## src/rtl/prime_disp_pkg.sv

```systemverilog
// Shared types and constants for the prime BCD display: FSM states, segment codes
// and the digit-to-segment decode (active-low, index 0 = segment a).
package prime_disp_pkg;

  typedef enum logic [2:0] {
    ST_IDLE,
    ST_WAIT,
    ST_REQ,
    ST_CAPTURE,
    ST_CONVERT,
    ST_UPDATE
  } state_t;

  localparam logic [0:6]  SEG_BLANK = 7'b1111111;
  localparam logic [0:6]  SEG_DASH  = 7'b1111110;
  localparam logic [15:0] BCD_MAX   = 16'h9999;
  localparam logic [15:0] BIN_MAX   = 16'd9999;

  function automatic logic [0:6] seg_decode(input logic [3:0] d);
    case (d)
      4'd0:    seg_decode = 7'b0000001;
      4'd1:    seg_decode = 7'b1001111;
      4'd2:    seg_decode = 7'b0010010;
      4'd3:    seg_decode = 7'b0000110;
      4'd4:    seg_decode = 7'b1001100;
      4'd5:    seg_decode = 7'b0100100;
      4'd6:    seg_decode = 7'b0100000;
      4'd7:    seg_decode = 7'b0001111;
      4'd8:    seg_decode = 7'b0000000;
      4'd9:    seg_decode = 7'b0000100;
      default: seg_decode = SEG_BLANK;
    endcase
  endfunction

endpackage

```

## src/rtl/bin2bcd_seq.sv

```systemverilog
// Sequential double-dabble: 16-bit binary to 4 BCD digits, one shift per cycle.
// done is high on the final step cycle; bcd/ovf are stable once busy drops.
module bin2bcd_seq
  import prime_disp_pkg::*;
(
  input  logic        Clk,
  input  logic        Rst,
  input  logic        start,
  input  logic [15:0] bin,
  output logic        busy,
  output logic        done,
  output logic [15:0] bcd,
  output logic        ovf
);

  logic [15:0] sh, acc, adj;
  logic [3:0]  step;
  logic        ovf_q;

  always_comb begin
    adj = acc;
    for (int i = 0; i < 4; i++)
      if (acc[4*i +: 4] >= 4'd5) adj[4*i +: 4] = acc[4*i +: 4] + 4'd3;
  end

  // The thousands nibble may overflow for inputs > 9999; ovf_q masks that case.
  always_ff @(posedge Clk or posedge Rst) begin
    if (Rst) begin
      sh    <= '0;
      acc   <= '0;
      step  <= '0;
      busy  <= 1'b0;
      ovf_q <= 1'b0;
    end else if (start) begin
      sh    <= bin;
      acc   <= '0;
      step  <= '0;
      busy  <= 1'b1;
      ovf_q <= (bin > BIN_MAX);
    end else if (busy) begin
      acc  <= {adj[14:0], sh[15]};
      sh   <= {sh[14:0], 1'b0};
      step <= step + 4'd1;
      if (step == 4'd15) busy <= 1'b0;
    end
  end

  assign done = busy && (step == 4'd15);
  assign bcd  = ovf_q ? BCD_MAX : acc;
  assign ovf  = ovf_q;

endmodule

```

## src/rtl/prime_bcd_display.sv

```systemverilog
// Paces Print requests to the prime generator, converts each returned prime to BCD
// and scans it onto a multiplexed active-low 7-segment display.
module prime_bcd_display
  import prime_disp_pkg::*;
#(
  parameter int DATA_WIDTH      = 16,
  parameter int INTERVAL_CYCLES = 20_000_000,
  parameter int REFRESH_CYCLES  = 100_000,
  parameter int NUM_AN          = 4,
  parameter int SEGDIS          = 7
) (
  input  logic                  Clk,
  input  logic                  Rst,
  input  logic                  Enable,
  input  logic [DATA_WIDTH-1:0] Prime,
  output logic                  Print,
  output logic [15:0]           Bcd,
  output logic                  Ovf,
  output logic [0:SEGDIS-1]     seg,
  output logic [NUM_AN-1:0]     an
);

  localparam int ICW = $clog2(INTERVAL_CYCLES);
  localparam int RCW = $clog2(REFRESH_CYCLES);
  localparam int DW  = $clog2(NUM_AN);
  localparam logic [ICW-1:0] ICNT_LAST = ICW'(INTERVAL_CYCLES - 1);
  localparam logic [RCW-1:0] RCNT_LAST = RCW'(REFRESH_CYCLES - 1);
  localparam logic [DW-1:0]  DIG_LAST  = DW'(NUM_AN - 1);

  state_t         state, state_nxt;
  logic [ICW-1:0] icnt;
  logic [RCW-1:0] rcnt;
  logic [DW-1:0]  dig;
  logic           conv_start, conv_busy, conv_done, conv_ovf, shown;
  logic [15:0]    conv_bcd, upper;

  bin2bcd_seq u_b2b (
    .Clk   (Clk),
    .Rst   (Rst),
    .start (conv_start),
    .bin   (Prime[15:0]),
    .busy  (conv_busy),
    .done  (conv_done),
    .bcd   (conv_bcd),
    .ovf   (conv_ovf)
  );

  always_ff @(posedge Clk or posedge Rst) begin
    if (Rst) state <= ST_IDLE;
    else     state <= state_nxt;
  end

  always_comb begin
    state_nxt  = state;
    Print      = 1'b0;
    conv_start = 1'b0;
    case (state)
      ST_IDLE:    if (Enable) state_nxt = ST_WAIT;
      ST_WAIT: begin
        if (!Enable)                              state_nxt = ST_IDLE;
        else if (icnt == ICNT_LAST && !conv_busy) state_nxt = ST_REQ;
      end
      ST_REQ: begin
        Print     = 1'b1;
        state_nxt = ST_CAPTURE;
      end
      ST_CAPTURE: begin
        conv_start = 1'b1;
        state_nxt  = ST_CONVERT;
      end
      ST_CONVERT: if (conv_done) state_nxt = ST_UPDATE;
      ST_UPDATE:  state_nxt = Enable ? ST_WAIT : ST_IDLE;
      default:    state_nxt = ST_IDLE;
    endcase
  end

  // Counter restarts on REQ entry so the Print period is exactly INTERVAL_CYCLES.
  always_ff @(posedge Clk or posedge Rst) begin
    if (Rst)                                          icnt <= '0;
    else if (state_nxt == ST_IDLE || state_nxt == ST_REQ) icnt <= '0;
    else                                              icnt <= icnt + 1'b1;
  end

  always_ff @(posedge Clk or posedge Rst) begin
    if (Rst) begin
      Bcd   <= '0;
      Ovf   <= 1'b0;
      shown <= 1'b0;
    end else if (state == ST_UPDATE) begin
      Bcd   <= conv_bcd;
      Ovf   <= conv_ovf;
      shown <= 1'b1;
    end
  end

  always_ff @(posedge Clk or posedge Rst) begin
    if (Rst) begin
      rcnt <= '0;
      dig  <= '0;
    end else if (rcnt == RCNT_LAST) begin
      rcnt <= '0;
      dig  <= (dig == DIG_LAST) ? '0 : dig + 1'b1;
    end else begin
      rcnt <= rcnt + 1'b1;
    end
  end

  // A digit is blank when it and every digit above it are zero.
  always_comb begin
    upper = Bcd >> (4 * dig);
    if (!shown)                           seg = SEG_BLANK;
    else if (Ovf)                         seg = SEG_DASH;
    else if (dig != '0 && upper == 16'd0) seg = SEG_BLANK;
    else                                  seg = seg_decode(Bcd[4*dig +: 4]);
    an = shown ? ~(NUM_AN'(1) << dig) : '1;
  end

endmodule

```

## config.mk

```make
export PLATFORM = sky130hd
export DESIGN_NAME = prime_bcd_display
export DESIGN_NICKNAME = d
export VERILOG_FILES = /design/src/rtl/prime_disp_pkg.sv /design/src/rtl/bin2bcd_seq.sv /design/src/rtl/prime_bcd_display.sv
export SDC_FILE = /design/constraint.sdc
export NUM_CORES = 1
export LEC_CHECK = 0
export CORE_UTILIZATION = 55
export CTS_CLUSTER_DIAMETER = 150
export DETAILED_ROUTE_END_ITERATION = 8
export PLACE_DENSITY = 0.76
export SYNTH_ARGS = -nofsm -noshare
export SYNTH_HDL_FRONTEND = slang
export SYNTH_HIERARCHICAL = 1
export SYNTH_SLANG_ARGS = --single-unit
export TNS_END_PERCENT = 20
```

## constraint.sdc

```tcl
create_clock -name Clk -period 5.6 [get_ports Clk]
set_clock_uncertainty 0.2 [all_clocks]
set_input_delay 1.68 -clock Clk [delete_from_list [all_inputs] [get_ports Clk]]
set_output_delay 1.68 -clock Clk [all_outputs]
set_load 0.005 [all_outputs]
```

==> After elaboration in Yosys (flattened, before gate mapping) <==
Memories as Yosys holds them, arrays and structs flattened.
Index checks and enable logic that the tools add are counted.
{ "word_totals": {"ff_bits": 103, "mem_bits_ro": 112, "inputBits": 19, "output_inout_bits": 29, "elab_cells": 79, "mem_count": 1} }
{ "memory_table": {"columns": ["name", "depth", "word_bits", "read_ports", "rd_clocked_by_memory_dff", "wr", "line_no", "rtl"], "rows": [
  ["(no name shown)", 16, 7, 1, 0, 0, "prime_disp_pkg.sv:20", "case (d)"]
]} }
{ "classes": {"n_addsub": 8, "magnitude_cmp": 5, "n_eq_ne": 10, "shifts": 3, "mux": 29, "n_bitwise": 1, "reduce_logical": 10} }
{ "op_table": {"columns": ["op", "count"], "rows": [
  ["two-way mux 16 bit", 5],
  ["adder 25 x 1 -> 25 bit (second input constant)", 1],
  ["equality test 25 bit (second input constant)", 1],
  ["two-way mux 25 bit", 1],
  ["two-way mux 4 bit", 6],
  ["two-way mux 7 bit", 3],
  ["one-hot mux 3 bit (6 select lines)", 1],
  ["adder 17 x 1 -> 17 bit (second input constant)", 1],
  ["equality test 17 bit (second input constant)", 1],
  ["two-way mux 17 bit", 1],
  [">= comparator 4 x 3 -> 1 bit (second input constant)", 4],
  ["greater-than comparator 16 x 14 -> 1 bit (second input constant)", 1],
  ["zero test 16 bit", 1],
  ["variable part select 16 x 5 -> 4 bit", 1],
  ["right shift 16 x 4 -> 16 bit", 1],
  ["two-way mux 3 bit", 5],
  ["adder 4 x 2 -> 4 bit (second input constant)", 3],
  ["equality test 3 x 2 -> 1 bit (second input constant)", 3],
  ["equality test 3 bit (second input constant)", 2],
  ["zero test 3 bit", 2],
  ["two-way mux 1 bit", 6],
  ["adder 4 x 1 -> 4 bit (second input constant)", 1],
  ["equality test 4 bit (second input constant)", 1],
  ["NOT 4 bit", 1],
  ["10 further kinds", 13]
]} }

==> Logic depth before layout (Yosys ltp) <==
{ "logic_depth": {"word_depth": 8, "mapped_depth": 8} }

==> Hierarchy <==
Netlist, hierarchy kept.
{ "modules_own_cells": {"columns": ["module", "instances", "cells_each", "area_per_inst_um2", "seq_area_each_um2"], "rows": [
  ["prime_bcd_display", 1, 325, 3433.3, 1626.6],
  ["bin2bcd_seq", 1, 226, 2113.3, 950.9]
]} }

==> Least setup slack after synthesis <==
No wires, ideal clock.
{ "synth_path": {"kind": "reg2out", "from": "register dig[0]", "to": "output port seg[0] (netlist name)", "arrival_ns": 2.790, "t_required_ns": 3.720, "slack_ns": 0.930, "stages_incl_launch_ff": 9, "n_path_buf": 1, "path_cell_list": "dfrtp_1 -> clkbuf_1 -> mux4_2 -> inv_1 -> ha_1 -> or4b_2 -> a211oi_1 -> and4bb_2 -> o21ai_0"} }
{ "synth_via": {"elab_chain_cells": 6, "elab_cells_between_ends": 9, "cone_classes": "shift (2); mux (3); reduce/logical (3); memory (1)"} }
{ "synth_rtl": {"columns": ["element", "line_no", "rtl"], "rows": [
  ["start: declaration", "prime_bcd_display.sv:33", "logic [DW-1:0] dig;"],
  ["start signal: assignment", "prime_bcd_display.sv:102", "dig <= (dig == DIG_LAST) ? '0 : dig + 1'b1;"],
  ["parallel branches: the longest is 3 deep, another holds memory (16 x 7 bit)", null, null],
  ["two-way mux 7 bit *", "prime_bcd_display.sv:113", "else if (dig != '0 && upper == 16'd0) seg = SEG_BLANK;"],
  ["two-way mux 7 bit *", "prime_bcd_display.sv:112", "else if (Ovf) seg = SEG_DASH;"],
  ["two-way mux 7 bit *", "prime_bcd_display.sv:111", "if (!shown) seg = SEG_BLANK;"],
  ["end: declaration", "prime_bcd_display.sv:19", "output logic [0:SEGDIS-1] seg,"]
]} }
Every way passes the cells marked *.

==> Worst setup path after layout <==
{ "layout_path": {"from": "register dig[0]", "to": "output port seg[3] (netlist name)"} }
Same word-level chain as after synthesis.

==> flow_summary_export.csv <==
group,metric,value,unit
routing,drt_iter0_drc,169,
yosys,synth_nets,590,
yosys,ys_seq_area_frac,0.4647,
sta,setup_viol,0,
yosys,synth_cell_types,54,
place,gp_congestion,0.8096,
layout,layout_common_cells,"101 x dfrtp_1, 48 x nand2_1, 48 x nor2_1, 47 x clkdlybuf4s50_1, 24 x mux2i_1",
clock_tree,cts_sinks,103,
outcome,status,"finished, final reports clean",
yosys,synth_edf_count,0,
worst_setup_path,critPathRequiredTime,3.72,ns
global_route,top_usage_layer,"met2",
worst_setup_path,slowest_stage,"mux4_2",
clock_tree,worstSkewPairLatency,0.37,ns
sta,min_period,5.502,ns
pwr,p_comb_frac,0.030,
worst_setup_path,crit_fanout,9,
sta,fin_crit_sh,0.9826,
clock_tree,clock_path_buffers,2,
routing,antenna_left,0,
clock_tree,clkTransAtPathRegs,0.10,ns
pwr,sw_frac_of_total,0.2121,
floorplan,die_x,102.4,um
pwr,p_seq_frac,0.556,
worst_setup_path,crit_family,"simple AND/OR/NAND/NOR gates",
worst_setup_path,path_class,"flip-flop to primary output",
routing,vias_per_cell,5.666,
sta,slew_headroom,0.3359,
sta,rsz0062_at_grt,"no",
worst_setup_path,start_kind,"flip-flop",
hold_path,whs_path_depth,1,
global_route,met3_usage,0.04514,
pwr,p_int,1.060,mW
worst_setup_path,cp_num_cells,8,
layout,fin_cells,725,
yosys,ys_async_sr_fraction,1.000,
clock_tree,htree_levels,3,
routing,routedWlPerCell,14.89,um
routing,routed_wl,10800,um
floorplan,fp.dieH,102.4,um
pwr,peakVddDrop,0.1668,mV
worst_setup_path,reg2reg_depth,5,
sta,max_slew.worst_pin.slew,0.9961,ns
layout,fin_nets,626,
worst_setup_path,arrival,3.62,ns
yosys,synth-main-ff-cell,"dfrtp_1",
run,cap_violations,0,
clock_tree,root_buffer,"clkbuf_8",
global_route,grt_pass1_vias,4034,
global_route,grt_use_met2,0.3759,
yosys,synth_cells,551,
place,dp_cells,709,
layout,drive_gt1_frac,0.1216,
routing,drt_pass1_iterations,4,
routing,vias,4108,
clock_tree,cts-resized-gates,1,
global_route,grt_max_degree,64,
sta,slew_violations,0,
yosys,ys_ff_latch,103,
sta,max_freq,0.1817,GHz
global_route,antenna_found_initial,0,
yosys,syn_area,5547,um2
pwr,cellLeakagePower,2.645,nW
global_route,met1_usage,0.2939,
worst_setup_path,worst-path-buf-inv,2,
floorplan,core-area,9774,um2
floorplan,die_area,10490,um2
pwr,finalPower,1.345,mW
hold_path,hp-class,"flip-flop to flip-flop",
sta,fin_setup_tns,0,ns
layout,antenna_cells,0,
routing,drc,0,
yosys,synth_warnings,6,
sta,whs,0.2907,ns
floorplan,num_rows,36,
clock_tree,cts_tree,"done",
worst_setup_path,cp_cell_sequence,"mux4_2 -> inv_1 -> ha_1 -> or4b_2 -> a211oi_2 -> and4bb_2 -> o21ai_0 -> clkdlybuf4s50_1",
clock_tree,hold_buffers,0,
pwr,p_sw,285.2,uW
pwr,p_per_area,212.4,nW/um2
pwr,p_clk_frac,0.413,
worst_setup_path,end_kind,"primary output",
clock_tree,cts-buffers-inserted,9,
yosys,syn_area_per_cell,10.07,um2
global_route,grt-ovfl-total,0,
layout,postLayoutCoreUtil,0.6476,
global_route,grt_pass1_wl,18420,um
layout,final_common_cell,"dfrtp_1",
layout,syn_to_final_growth,14.12,%
sta,finalHoldViolCount,0,
global_route,track_usage,0.2246,
place,portBuffers,47,
worst_setup_path,cpPeakStageDelay,0.60,ns
floorplan,initial_core_util,0.5675,
place,dp_hpwl,7456,um
floorplan,pin_count,48,
clock_tree,cts_setup_buffers,0,
-- registers in the layout (all words and copies together), names as in the netlist --
name        count
u_b2b/ovf       1
u_b2b/acc      16
u_b2b/busy      1
Bcd            16
u_b2b/sh       16
icnt           25
dig             2
u_b2b/step      4
state           3
shown           1
Ovf             1
rcnt           17
-- kinds of logic after synthesis --
family          share of synthesized area
simple gates                       0.2105
flops                              0.4647
xor+xnor                          0.06474
compound gates                    0.08234
buf+inv                           0.03857
mux                               0.09407
fa+ha+maj                         0.04512
-- worst paths after layout --
kind                       startpoint     endpoint  slack [ns]
max                            dig[0]       seg[3]         0.1
min                           icnt[0]      icnt[0]        0.29
max reg2reg                u_b2b/busy     icnt[24]        2.61
min reg2reg                   icnt[0]      icnt[0]        0.29
max in group asynchronous         Rst       dig[0]        2.71
min in group asynchronous         Rst  u_b2b/sh[1]        1.57
-- power by group through the flow --
| stage | combinational, mW | clock (mW) | sequential (mW) |
|---|---|---|---|
| 3_5_place_dp | 0.0422 | 0 | 0.763 |
| 6_report | 0.0408 | 0.556 | 0.748 |
| 2_1_floorplan | 0.0228 | 0 | 0.761 |
| 5_1_grt | 0.0468 | 0.599 | 0.749 |
| 3_3_place_gp | 0.0410 | 0 | 0.762 |
| 4_1_cts | 0.0422 | 0.572 | 0.748 |
-- synth_stat cells (2+ instances only) --
master,number,share of area
a21oi_1,15,0.014
o211ai_1,3,0.0041
mux2_2,18,0.037
xor2_1,20,0.032
or4_1,5,0.0068
and3_1,7,0.0079
ha_1,20,0.045
buf_6,3,0.0061
inv_1,20,0.014
clkbuf_1,11,0.0074
o21ai_1,18,0.016
o32ai_1,2,0.0032
and4_1,5,0.0079
buf_4,2,0.0027
mux2i_1,24,0.043
nor2_1,49,0.033
nor2b_1,7,0.0079
nor4_1,6,0.0068
or2_2,9,0.010
a21o_1,2,0.0027
buf_2,9,0.0081
nor3b_1,4,0.0054
o311ai_1,3,0.0047
nand3_1,23,0.021
a31oi_1,2,0.0023
nand4_1,10,0.011
mux4_2,3,0.012
nor3_1,9,0.0081
and2_1,3,0.0034
nand4b_1,4,0.0063
nor2_2,10,0.011
xnor2_1,21,0.033
o21ai_0,20,0.018
nand2b_1,11,0.012
a211oi_1,5,0.0068
nand2_1,48,0.032
dfrtp_1,103,0.46
-- final cells by class --
class / count / area, um2
Inverter: 21 / 78.83
Clock buffer: 9 / 123.9
Sequential cell: 103 / 2580
Multi-Input combinational cell: 402 / 2768
Clock inverter: 7 / 120.1
Timing Repair Buffer: 50 / 493.0
Tap cell: 133 / 166.4
Fill cell: 822 / 3445
-- metal layers --
| layer | share of wire | routed length [um] |
|---|---|---|
| met3 | 0.032 | 343 |
| met2 | 0.49 | 5260 |
| met5 | 0 | 0 |
| met1 | 0.47 | 5023 |
| met4 | 0.016 | 168 |
-- per-stage QoR --
step           instance area, um2  worst slack, ns
2_1_floorplan                5547           0.9301
3_3_place_gp                 6080           0.4697
3_5_place_dp                 6080           0.3455
4_1_cts                      6325          0.03261
5_1_grt                      6330         0.001418
6_report                     6330          0.09771
(Power assumes the default switching activity.)
